File: src/rtl/seqchk_pkg.sv
// rtl/seqchk_pkg.sv - shared constants, status type and saturating add for seq_resp_checker
package seqchk_pkg;

  localparam int SEQCHK_B_MAX = 3;
  localparam int SEQCHK_J_LEN = 4;
  localparam int SEQCHK_CNT_W = 8;

  typedef struct packed {
    logic pass;
    logic fail;
    logic active;
  } seqchk_status_t;

  // Adds inc to cnt and clamps at cnt_max; 33-bit sum so no carry is lost.
  function automatic logic [31:0] sat_add(input logic [31:0] cnt,
                                          input logic [31:0] inc,
                                          input logic [31:0] cnt_max);
    logic [32:0] sum;
    sum = {1'b0, cnt} + {1'b0, inc};
    if (sum > {1'b0, cnt_max}) begin
      return cnt_max;
    end
    return sum[31:0];
  endfunction

endpackage

File: src/rtl/seqchk_en_detect.sv
// rtl/seqchk_en_detect.sv - enabling-sequence detector for C ##1 B[*1:B_MAX] ##1 A
module seqchk_en_detect
  import seqchk_pkg::*;
#(
  parameter int B_MAX = SEQCHK_B_MAX
) (
  input  logic clk_i,
  input  logic rst_n_i,
  input  logic a_i,
  input  logic b_i,
  input  logic c_i,
  input  logic x_i,
  output logic en_match_o,
  output logic prefix_active_o
);

  // s_q[k]: a C was seen k+1 cycles ago, followed by k consecutive B cycles.
  logic [B_MAX:0] s_q;
  logic [B_MAX:0] s_d;

  // Advance every prefix in parallel; X wipes all of them, including a C seen this cycle.
  always_comb begin
    s_d    = '0;
    s_d[0] = c_i;
    for (int k = 1; k <= B_MAX; k++) begin
      s_d[k] = s_q[k-1] & b_i;
    end
    if (x_i) begin
      s_d = '0;
    end
  end

  // Prefix vector register.
  always_ff @(posedge clk_i or negedge rst_n_i) begin
    if (!rst_n_i) begin
      s_q <= '0;
    end else begin
      s_q <= s_d;
    end
  end

  // Any live prefix with at least one B closes on A; several lengths collapse into one match.
  assign en_match_o      = a_i & ~x_i & (|s_q[B_MAX:1]);
  assign prefix_active_o = |s_q;

endmodule

File: config.mk
export PLATFORM = sky130hd
export DESIGN_NAME = seqchk_en_detect
export DESIGN_NICKNAME = d
export VERILOG_FILES = /design/src/rtl/seqchk_pkg.sv /design/src/rtl/seqchk_en_detect.sv
export SDC_FILE = /design/constraint.sdc
export NUM_CORES = 1
export LEC_CHECK = 0
export BUFFER_PORTS_ARGS = -buffer_cell sky130_fd_sc_hd__buf_4
export CORE_AREA = 2 2 39 41
export DETAILED_ROUTE_END_ITERATION = 6
export DIE_AREA = 0 0 41 43
export PLACE_DENSITY_LB_ADDON = 0.08
export RECOVER_POWER = 50
export SLEW_MARGIN = 30
export SYNTH_ARGS = -nofsm -noshare
export SYNTH_HDL_FRONTEND = slang
export SYNTH_SLANG_ARGS = --single-unit
File: constraint.sdc
create_clock -name clk_i -period 1.2 [get_ports clk_i]
set_input_delay 0.06 -clock clk_i [delete_from_list [all_inputs] [get_ports clk_i]]
set_output_delay 0.06 -clock clk_i [all_outputs]
set_load 0.05 [all_outputs]
# == Word-level counts from Yosys, hierarchy flattened ==
# Cells that the tools add are included.
# totals
reg_bits,4
out_inout_bits,2
elab_cells,10
in_bits,6
# op_classes
n_bitwise,6
n_mux,1
n_reduce_logical,2
# ops
operator,count
$and A1 B1 Y1,5
$mux W4,1
$reduce_or A4 Y1,1
$reduce_or A3 Y1,1
$not A1 Y1,1

# == Logic depth before layout (Yosys ltp) ==
# Gate-level depths: netlist of the first run.
# depth
depth_word,3
ltp_mapped,2
mapped_depth_nobuf,2

# == Worst setup path after synthesis of the first run ==
# OpenSTA, ideal clock, no wires.
# synth_path
path_type,reg2out
startpoint,register s_q[1]
endpoint,output en_match_o
n_path_buf,0
path_stages_with_launch,3
required_time_ns,1.140
path_slack_ns,-0.391
arrival_ns,1.531
path_cell_list,dfrtp_1 > nor3_2 > nor3b_1
# synth_between
elab_chain_cells,2
# synth_rtl
element,line_no,text
"start, declared",seqchk_en_detect.sv:18,logic [B_MAX:0] s_q;
"start signal, assigned",seqchk_en_detect.sv:36,s_q <= '0;
"start signal, assigned",seqchk_en_detect.sv:38,s_q <= s_d;
$reduce_or A3 Y1,seqchk_en_detect.sv:43,assign en_match_o = a_i & ~x_i & (|s_q[B_MAX:1]);
$and A1 B1 Y1,seqchk_en_detect.sv:43,
"end, declared",seqchk_en_detect.sv:13,"output logic en_match_o,"
# No other way between the ends.

# == Final worst setup path of the first run ==
# layout_path
startpoint,register s_q[3]
endpoint,output prefix_active_o
# layout_between
elab_chain_cells,1
# layout_rtl
element,line_no,text
$reduce_or A4 Y1,seqchk_en_detect.sv:44,assign prefix_active_o = |s_q;
"end, declared",seqchk_en_detect.sv:14,output logic prefix_active_o
# No other way between the ends.

==> results of run 1 <==
-- cell type report --
type / count / area [sq um] / area share (%)
Tap cell: 16 / 20.02 / 7.306
Timing Repair Buffer: 8 / 62.56 / 22.83
Clock buffer: 3 / 22.52 / 8.219
Multi-Input combinational cell: 8 / 68.82 / 25.11
Sequential cell: 4 / 100.1 / 36.53
-- power groups by stage --
stage / registers [W] / clock network [W] / logic [W]
after floorplan: 0.000141 / 0 / 0.0000191
after global placement: 0.000142 / 0 / 0.0000413
after detailed placement: 0.000142 / 0 / 0.0000411
after CTS: 0.000140 / 0.000169 / 0.0000460
after global routing: 0.000141 / 0.000185 / 0.0000471
final: 0.000141 / 0.000160 / 0.0000427
-- synthesized netlist by cell type --
cell type / n
sky130_fd_sc_hd__nor2b_2: 1
sky130_fd_sc_hd__nor3_2: 1
sky130_fd_sc_hd__nand2b_1: 1
sky130_fd_sc_hd__nor3b_1: 1
sky130_fd_sc_hd__nor2b_1: 1
sky130_fd_sc_hd__and2_1: 3
sky130_fd_sc_hd__dfrtp_1: 4
-- logic make-up (layout without fill, tap and decap cells) --
logic type / after synthesis / count (layout) / share of synthesized area [%]
DFF: 4 / 4 / 63.49
buffers and inverters: 0 / 11 / 0
and+or+nand+nor: 8 / 8 / 36.52
-- timing repair --
action,4_1_cts,5_1_grt
endpoints found under the setup margin,1,2
gates cloned,0,0
endpoints found under the hold margin,4,0
resized for setup,1,2
pin swaps,1,0
hold buffers,1,0
-- worst paths after layout --
kind | startpoint | endpoint | slack [ns] | cells after the start
max | s_q[3] | prefix_active_o | 0.06 | 3
max in group asynchronous | rst_n_i | s_q[0] | 0.83 | 2
min | c_i | s_q[0] | 0.08 | 2
min reg2reg | s_q[0] | s_q[1] | 0.48 | 1
min in group asynchronous | rst_n_i | s_q[2] | 0.19 | 2
max reg2reg | s_q[2] | s_q[3] | 0.55 | 1
-- through the flow --
stage	hold slack (ns)	cells	util, %	setup WS [ns]	total power (W)
detailed placement	-0.1405	35	17.00	0.2432	0.0001830
finish	0.07876	39	19.80	0.05828	0.0003435
global route	0.1058	39	19.80	-0.02020	0.0003725
global placement	-0.1401	35	17.00	0.2323	0.0001831
CTS	0.01413	39	19.62	0.005978	0.0003555
floorplan	-0.2356	12	-	0.1002	0.0001605
-- layer usage --
layer / vias up / global-route usage, %
met4: 0 / 4.000
li1: 60 / -
met1: 54 / 6.169
met3: 0 / 6.806
met2: 7 / 7.187
met5: - / 0
==> flow_summary.yaml, run 1 <==
run_status:
  outcome: "complete, no violations"
power_and_ir_drop:
  internal_power_contribution_w: 0.0002714
  switching_share_of_power_pct: 20.99
  vdd.ir_drop.worst_uv: 385.7
  clock_network_fraction_of_design_power_pct: 46.6
  power-per-cell-area_nw_per_um2: 1254
  total_switching_power_w: 0.00007212
  power.leakage_nw: 0.1285
  seqPwrFrac_pct: 40.9
  power.combinational.fraction_pct: 12.4
logic_synthesis:
  number_of_instances_in_the_synthesized_netlist: 12
  postSynthRegisterBits: 4
  seq_area_frac_synth_pct: 63.49
  syn_area_per_cell_sq_um: 13.14
  synth.distinct_cells: 7
  yosys-top-cells-area: "sky130_fd_sc_hd__dfrtp_1 63%, sky130_fd_sc_hd__and2_1 12%, sky130_fd_sc_hd__nor3_2 6.3%"
  synth_top_area_share_pct: 63.49
  syn-cell-area_sq_um: 157.7
  syn-num-nets: 18
  synth-warning-count: 0
  synth_largest_area_cell: "sky130_fd_sc_hd__dfrtp_1"
sta:
  timing.final.crit_share_pct: 95.14
  grt_setup_unrepaired: "yes"
  post-route-min-period_ns: 1.142
  setup_total_negative_slack_ns: 0
  final_hold_viol_count: 0
  clock_skew_ns: 0.0006956
  worst-slew-pin-transition_ns: 0.2099
  timing.final.max_slew_violations: 0
  fmaxAchievable_ghz: 0.8759
  relSlewSlack_pct: 86.01
  report.final.setup_viol: 0
place:
  io_buffers: 7
  replace_congestion: 0.6272
  total_placed_instance_area_sq_um: 235.2
cells_and_area:
  largest-register: "s_q"
  area.growth.synth_to_final_pct: 73.81
  largest_registers: "s_q (4)"
  antenna_cells_inserted: 0
  final_nets: 31
  most_frequent_cells_in_the_layout: "4 x sky130_fd_sc_hd__dfrtp_1, 3 x sky130_fd_sc_hd__and2_1, 3 x sky130_fd_sc_hd__clkbuf_4, 3 x sky130_fd_sc_hd__buf_4"
  final_common_cell: "sky130_fd_sc_hd__dfrtp_1"
  fraction_of_final_layout_cells_with_drive_strength_greater_than_1_pct: 47.83
  n_fill_cell: 157
  postLayoutCellArea_sq_um: 274.0
  number_of_flip_flops_under_the_largest_register_name: 4
routing:
  met2_length_um: 156
  first_pass_iters: 2
  met3_wl_um: 50
  avgRoutedWirePerCell_um: 8.385
  met1Wirelength_um: 121
  initialDrtViolationCount: 2
  count_of_nets_left_with_antenna_violations_after_detail_routing: 0
  postRouteWirelength_um: 327
  avgViaCountPerCell: 3.103
  dr.max_layer_used: "met3"
  drc: 0
  dr_total_vias: 121
floorplanning:
  ios: 8
  initial_core_util_pct: 11.39
  die_w_um: 41
  floorplan.die.height_um: 43
  num_rows: 14
  floorplan.core_area_sq_um: 1384
  die-area_sq_um: 1763
setup_path:
  slowest_delay_ns: 0.39
  critPathTopFamily: "flip-flops"
  cp_slowest_cell: "sky130_fd_sc_hd__dfrtp_1"
  timing.critical_path.fanout_max: 2
  type_of_destination_of_the_critical_path: "primary output"
  path_class: "reg2out"
  cp-start-kind: "flip-flop"
  worstPathBufferInverterCount: 1
  required_ns: 1.14
  critPathArrivalTime_ns: 1.08
  timing.critical_path.cells: "nor3_4 -> nand2b_1 -> buf_6"
clocking:
  clk_root_buffer_cell: "sky130_fd_sc_hd__clkbuf_4"
  cts_max_level: 1
  clock_tree_from_tritoncts: "yes"
  numClockSinks: 4
  clock_insertion_delay_worst_skew_ns: 0.23
  numCtsBuffers: 3
  cts_setup_buffers: 0
  cts.clk_slew.worst_paths_ns: 0.03
  clk_path_buf_depth: 2
flow_run:
  drv.max_cap_violation_count: 0
global_route:
  globalRouteOverflowTotal: 0
  global_route.usage.total_pct: 6.143
  grt_antenna_before_repair: 0
  wire_length_of_the_first_global_routing_pass_um: 621
  grt_pass1_vias: 154
  grt_max_degree: 5
min_path:
  worst_hold_class: "in2reg"
Power figures use the tool's default switching activity.
==> run 2: changes to the inputs <==
--- a/config.mk
+++ b/config.mk
@@ -5,10 +5,11 @@
 export SDC_FILE = /design/constraint.sdc
 export NUM_CORES = 1
 export LEC_CHECK = 0
-export BUFFER_PORTS_ARGS = -buffer_cell sky130_fd_sc_hd__buf_4
+export ABC_AREA = 1
 export CORE_AREA = 2 2 39 41
 export DETAILED_ROUTE_END_ITERATION = 6
 export DIE_AREA = 0 0 41 43
+export DONT_BUFFER_PORTS = 1
 export PLACE_DENSITY_LB_ADDON = 0.08
 export RECOVER_POWER = 50
 export SLEW_MARGIN = 30
==> flow_summary.yaml, run 2 <==
run_status:
  outcome: "complete, no violations"
logic_synthesis:
  postSynthRegisterBits: 4
  post_synth_fa_ha_maj_area_fraction_pct: 0
  synth_top_area_share_pct: 63.49
  postSynth.topFlopCell: "sky130_fd_sc_hd__dfrtp_1"
  mux_cell_area_share_after_synthesis_pct: 0
  dominant_combinational_cell_family_by_area_after_synthesis: "simple AND/OR/NAND/NOR gates"
  synth-warning-count: 0
  synthSimpleGateAreaFrac_pct: 21.43
  synth_largest_area_cell: "sky130_fd_sc_hd__dfrtp_1"
  fraction_of_registers_with_async_set_reset_pct: 100.0
  seq_area_frac_synth_pct: 63.49
  syn-cell-area_sq_um: 157.7
  yosysMostFrequentCell: "sky130_fd_sc_hd__inv_1"
  yosys-top-cells-area: "sky130_fd_sc_hd__dfrtp_1 63%, sky130_fd_sc_hd__inv_1 12%, sky130_fd_sc_hd__nor2_1 7.1%"
  synth_xor_xnor_area_share_pct: 0
  synth.distinct_cells: 7
  count_of_flip_flops_with_a_built_in_enable_after_synthesis: 0
  synth-compound-area-share_pct: 3.175
  syn_area_per_cell_sq_um: 8.758
  post_synth_most_frequent_cells: "5 x sky130_fd_sc_hd__inv_1, 4 x sky130_fd_sc_hd__dfrtp_1, 3 x sky130_fd_sc_hd__nor2_1"
  number_of_instances_in_the_synthesized_netlist: 18
  syn-num-nets: 24
sta:
  worst-slew-pin-transition_ns: 0.2016
  timing.final.max_slew_violations: 0
  timing.final.crit_share_pct: 96.50
  fmaxAchievable_ghz: 0.8635
  post-route-min-period_ns: 1.158
  relSlewSlack_pct: 86.52
  final_hold_viol_count: 0
  clock_skew_ns: 0.0007525
  grt_setup_unrepaired: "no"
  report.final.setup_viol: 0
  setup_total_negative_slack_ns: 0
clocking:
  clock_tree_from_tritoncts: "yes"
  clk_root_buffer_cell: "sky130_fd_sc_hd__clkbuf_4"
  numClockSinks: 4
  cts.clk_slew.worst_paths_ns: 0.04
  cts_setup_buffers: 0
  clk_path_buf_depth: 2
  clock_insertion_delay_worst_skew_ns: 0.23
  numCtsBuffers: 3
  cts_max_level: 1
place:
  place_hpwl_um: 288.9
  numPlacedInstances: 36
  total_placed_instance_area_sq_um: 192.7
  io_buffers: 0
  replace_congestion: 0.5501
cells_and_area:
  antenna_cells_inserted: 0
  final_common_cell: "sky130_fd_sc_hd__inv_1"
  fraction_of_final_layout_cells_with_drive_strength_greater_than_1_pct: 22.22
  n_fill_cell: 166
  final_nets: 35
  area.growth.synth_to_final_pct: 63.49
  number_of_flip_flops_under_the_largest_register_name: 4
  postLayoutCellArea_sq_um: 257.7
  largest_registers: "s_q (4)"
  layoutNonFillerInstCount: 43
  post_route_core_utilization_pct: 18.63
  largest-register: "s_q"
  most_frequent_cells_in_the_layout: "5 x sky130_fd_sc_hd__inv_1, 4 x sky130_fd_sc_hd__dlygate4sd3_1, 4 x sky130_fd_sc_hd__dfrtp_1, 3 x sky130_fd_sc_hd__clkbuf_4"
floorplanning:
  initial_core_util_pct: 11.39
  floorplan.die.height_um: 43
  die_w_um: 41
  floorplan.core_area_sq_um: 1384
  ios: 8
  num_rows: 14
  die-area_sq_um: 1763
power_and_ir_drop:
  vdd.ir_drop.worst_uv: 432.8
  power.leakage_nw: 0.1324
  power-per-cell-area_nw_per_um2: 1318
global_route:
  wire_length_of_the_first_global_routing_pass_um: 593
  grt_antenna_before_repair: 0
  grt_max_degree: 5
  global_route.usage.total_pct: 6.143
  grt_pass1_vias: 138
  globalRouteOverflowTotal: 0
setup_path:
  cp-start-kind: "input port"
  critPathArrivalTime_ns: 1.27
  type_of_destination_of_the_critical_path: "flip-flop"
  required_ns: 1.31
  timing.critical_path.fanout_max: 4
  r2r_setup_slack_ns: 0.60
  path_class: "in2reg"
routing:
  first_pass_iters: 2
  initialDrtViolationCount: 2
  dr_total_vias: 145
  drc: 0
  avgRoutedWirePerCell_um: 8.372
  postRouteWirelength_um: 360
  avgViaCountPerCell: 3.372
  count_of_nets_left_with_antenna_violations_after_detail_routing: 0
min_path:
  worst_hold_class: "in2async"
flow_run:
  drv.max_cap_violation_count: 0
[run 2: what timing repair did]
item	CTS	global route
hold endpoints to repair	8	0
endpoints found under the setup margin	0	1
hold buffers	4	0
resized for setup	0	1
[run 2: path summary, 6_finish.rpt]
kind                              start         end  cells past startpoint
worst max-delay path                x_i      s_q[0]                      3
worst min-delay path            rst_n_i      s_q[2]                      1
worst max register to register   s_q[1]      s_q[2]                      2
worst min register to register   s_q[0]      s_q[1]                      2
max in group asynchronous       rst_n_i      s_q[0]                      1
min in group clk_i                  a_i  en_match_o                      3
[run 2: critical path, stage by stage]
cell and delay, ns:
sky130_fd_sc_hd__dlygate4sd3_1 0.60, sky130_fd_sc_hd__nor2_1 0.06, sky130_fd_sc_hd__dlygate4sd3_1 0.55
[run 2: through the flow]
stage	setup slack [ns]	power (W)	hold slack, ns
finish	0.04195	0.0003396	0.1094
CTS	0.03968	0.0003549	0.1022
floorplan	0.002372	0.0001597	-0.2356
global placement	0.3515	0.0001658	-0.2355
global route	0.01184	0.0003625	0.1213
detailed placement	0.3406	0.0001660	-0.2355
[run 2: report_power, final]
part           internal, W  switching [W]  leakage [nW]
registers         0.000139    0.000000873        0.0545
clock network     0.000112      0.0000494        0.0138
logic            0.0000161      0.0000231        0.0641
total             0.000266      0.0000734         0.132
[run 2: layout make-up]
class | count | area [sq um] | share of cell area [%]
Sequential cell | 4 | 100.1 | 38.83
Timing Repair Buffer | 6 | 55.05 | 21.36
Multi-Input combinational cell | 9 | 41.29 | 16.02
Clock buffer | 3 | 22.52 | 8.738
Tap cell | 16 | 20.02 | 7.767
Inverter | 5 | 18.77 | 7.282
[run 2: logic make-up after synthesis]
group	Yosys count
flops	4
buf+inv	5
simple gates	8
compound gates	1
[run 2: per-layer routing]
layer  track usage [%]  share of wire (%)
met5                 0                  0
met4             10.00                2.2
met1             6.494                 44
met3             4.712                 14
met2             5.313                 39
==> run 3: changes to the inputs <==
==> constraint.sdc (replaced) <==
create_clock -name clk_i -period 1.4 [get_ports clk_i]
set_input_delay 0.07 -clock clk_i [delete_from_list [all_inputs] [get_ports clk_i]]
set_output_delay 0.07 -clock clk_i [all_outputs]
set_load 0.05 [all_outputs]
==> flow_summary.yaml, run 3 (synthesized netlist as in run 2, its figures left out) <==
setup_path:
  regToRegStartpoint: "s_q[1]"
  required_ns: 1.33
  timing.critical_path.cells: "nor2_1 -> nand3_1"
  slowest_delay_ns: 0.43
  rr_endpoint: "s_q[2]"
  cp_slowest_cell: "sky130_fd_sc_hd__nand3_1"
  r2r_setup_slack_ns: 0.79
  type_of_destination_of_the_critical_path: "primary output"
  cp-start-kind: "flip-flop"
  timing.critical_path.fanout_max: 2
  path_class: "reg2out"
  worstPathBufferInverterCount: 0
  worstRegToRegCells: 2
  critPathTopFamily: "simple AND/OR/NAND/NOR gates"
  critPathArrivalTime_ns: 1.17
cells_and_area:
  final_common_cell: "sky130_fd_sc_hd__inv_1"
  most_frequent_cells_in_the_layout: "5 x sky130_fd_sc_hd__inv_1, 4 x sky130_fd_sc_hd__dlygate4sd3_1, 4 x sky130_fd_sc_hd__dfrtp_1, 3 x sky130_fd_sc_hd__nor2_1, 3 x sky130_fd_sc_hd__clkbuf_4"
  largest-register: "s_q"
  antenna_cells_inserted: 0
  area.growth.synth_to_final_pct: 57.14
  multi_input_area_sq_um: 38.79
  final_nets: 34
  fraction_of_final_layout_cells_with_drive_strength_greater_than_1_pct: 15.38
  n_fill_cell: 156
  number_of_flip_flops_under_the_largest_register_name: 4
  ff_latch_area_sq_um: 100.1
  largest_registers: "s_q (4)"
global_route:
  global_route.usage.total_pct: 5.237
  grt_pass1_vias: 143
  globalRouteOverflowTotal: 0
  wire_length_of_the_first_global_routing_pass_um: 517
  grt_antenna_before_repair: 0
  grt_max_degree: 5
sta:
  worst_slack_ns: 0.1574
  relSlewSlack_pct: 63.50
  clock_skew_ns: 0.003161
  report.final.setup_viol: 0
  final_hold_viol_count: 0
  grt_setup_unrepaired: "no"
  fmaxAchievable_ghz: 0.8047
  timing.final.max_slew_violations: 0
  worst-slew-pin-transition_ns: 0.5459
  post-route-min-period_ns: 1.243
  timing.final.crit_share_pct: 88.76
  fin_worst_hold_slack_ns: 0.1117
  setup_total_negative_slack_ns: 0
clocking:
  clock_insertion_delay_worst_skew_ns: 0.23
  numCtsBuffers: 3
  cts_setup_buffers: 0
  post_cts_resized: 0
  clk_path_buf_depth: 2
  cts_max_level: 1
  cts.clk_slew.worst_paths_ns: 0.04
  clock_tree_from_tritoncts: "yes"
  clk_root_buffer_cell: "sky130_fd_sc_hd__clkbuf_4"
  numClockSinks: 4
min_path:
  worst_hold_class: "in2async"
floorplanning:
  die_w_um: 41
  die-area_sq_um: 1763
  initial_core_util_pct: 11.39
  floorplan.core_area_sq_um: 1384
  ios: 8
  floorplan.die.height_um: 43
  num_rows: 14
routing:
  avgViaCountPerCell: 3.381
  first_pass_iters: 2
  dr_total_vias: 142
  avgRoutedWirePerCell_um: 7.929
  postRouteWirelength_um: 333
  count_of_nets_left_with_antenna_violations_after_detail_routing: 0
  initialDrtViolationCount: 5
  drc: 0
place:
  io_buffers: 0
  replace_congestion: 0.5335
  worst_setup_slack_post_dpl_ns: 0.3841
  place_hpwl_um: 277.6
power_and_ir_drop:
  internal_power_contribution_w: 0.0002254
  power.combinational.fraction_pct: 10.5
  power.leakage_nw: 0.1264
  switching_share_of_power_pct: 21.63
  vdd.ir_drop.worst_uv: 345.8
  clock_network_fraction_of_design_power_pct: 48.0
  post-layout-total-power_w: 0.0002876
  total_switching_power_w: 0.00006220
  seqPwrFrac_pct: 41.6
  power-per-cell-area_nw_per_um2: 1161
flow_run:
  drv.max_cap_violation_count: 0
run_status:
  outcome: "complete, no violations"
==> run 3: repair_timing <==
item | 4_1_cts | 5_1_grt
hold buffers | 4 | 0
endpoints found under the setup margin | 0 | 0
endpoints found under the hold margin | 8 | 0
==> run 3: cell type report <==
cell class                 count  share of cell area [%]
clock buffer                   3                   9.091
inverter                       5                   7.576
multi-input combinational      9                   15.66
sequential                     4                   40.40
tap                           16                   8.081
timing repair buffer           5                   19.19
==> run 3: how the worst max path moves through the flow <==
stage / startpoint / end / slack (ns) / cells after the start
after detailed placement: s_q[2] / prefix_active_o / 0.38 / 2
after floorplan: s_q[1] / en_match_o / 0.19 / 2
after CTS: s_q[2] / prefix_active_o / 0.13 / 2
final: s_q[2] / prefix_active_o / 0.16 / 2
after global routing: s_q[2] / prefix_active_o / 0.08 / 2
after global placement: s_q[2] / prefix_active_o / 0.39 / 2
==> run 3: power groups by stage <==
stage / combinational (W) / clock (W) / sequential, W
final: 0.0000301 / 0.000138 / 0.000119
after global routing: 0.0000336 / 0.000149 / 0.000120
after floorplan: 0.0000160 / 0 / 0.000121
after CTS: 0.0000306 / 0.000147 / 0.000120
after detailed placement: 0.0000180 / 0 / 0.000121
after global placement: 0.0000179 / 0 / 0.000121
==> run 3: per-stage QoR <==
| step | utilization (%) | instance area, sq um | std cells |
|---|---|---|---|
| 5_1_grt | 17.90 | 247.7 | 42 |
| 3_3_place_gp | 13.38 | 185.2 | 35 |
| 4_1_cts | 17.90 | 247.7 | 42 |
| 3_5_place_dp | 13.38 | 185.2 | 35 |
| 6_report | 17.90 | 247.7 | 42 |
| 2_1_floorplan | - | 157.7 | 18 |
==> run 3: metal layers <==
metal / GRT usage (%) / vias up / wire [um]
li1: - / 70 / -
met1: 5.195 / 63 / 127
met2: 5.313 / 7 / 137
met3: 3.665 / 2 / 62
met4: 8.000 / 0 / 5
met5: 0 / - / 0
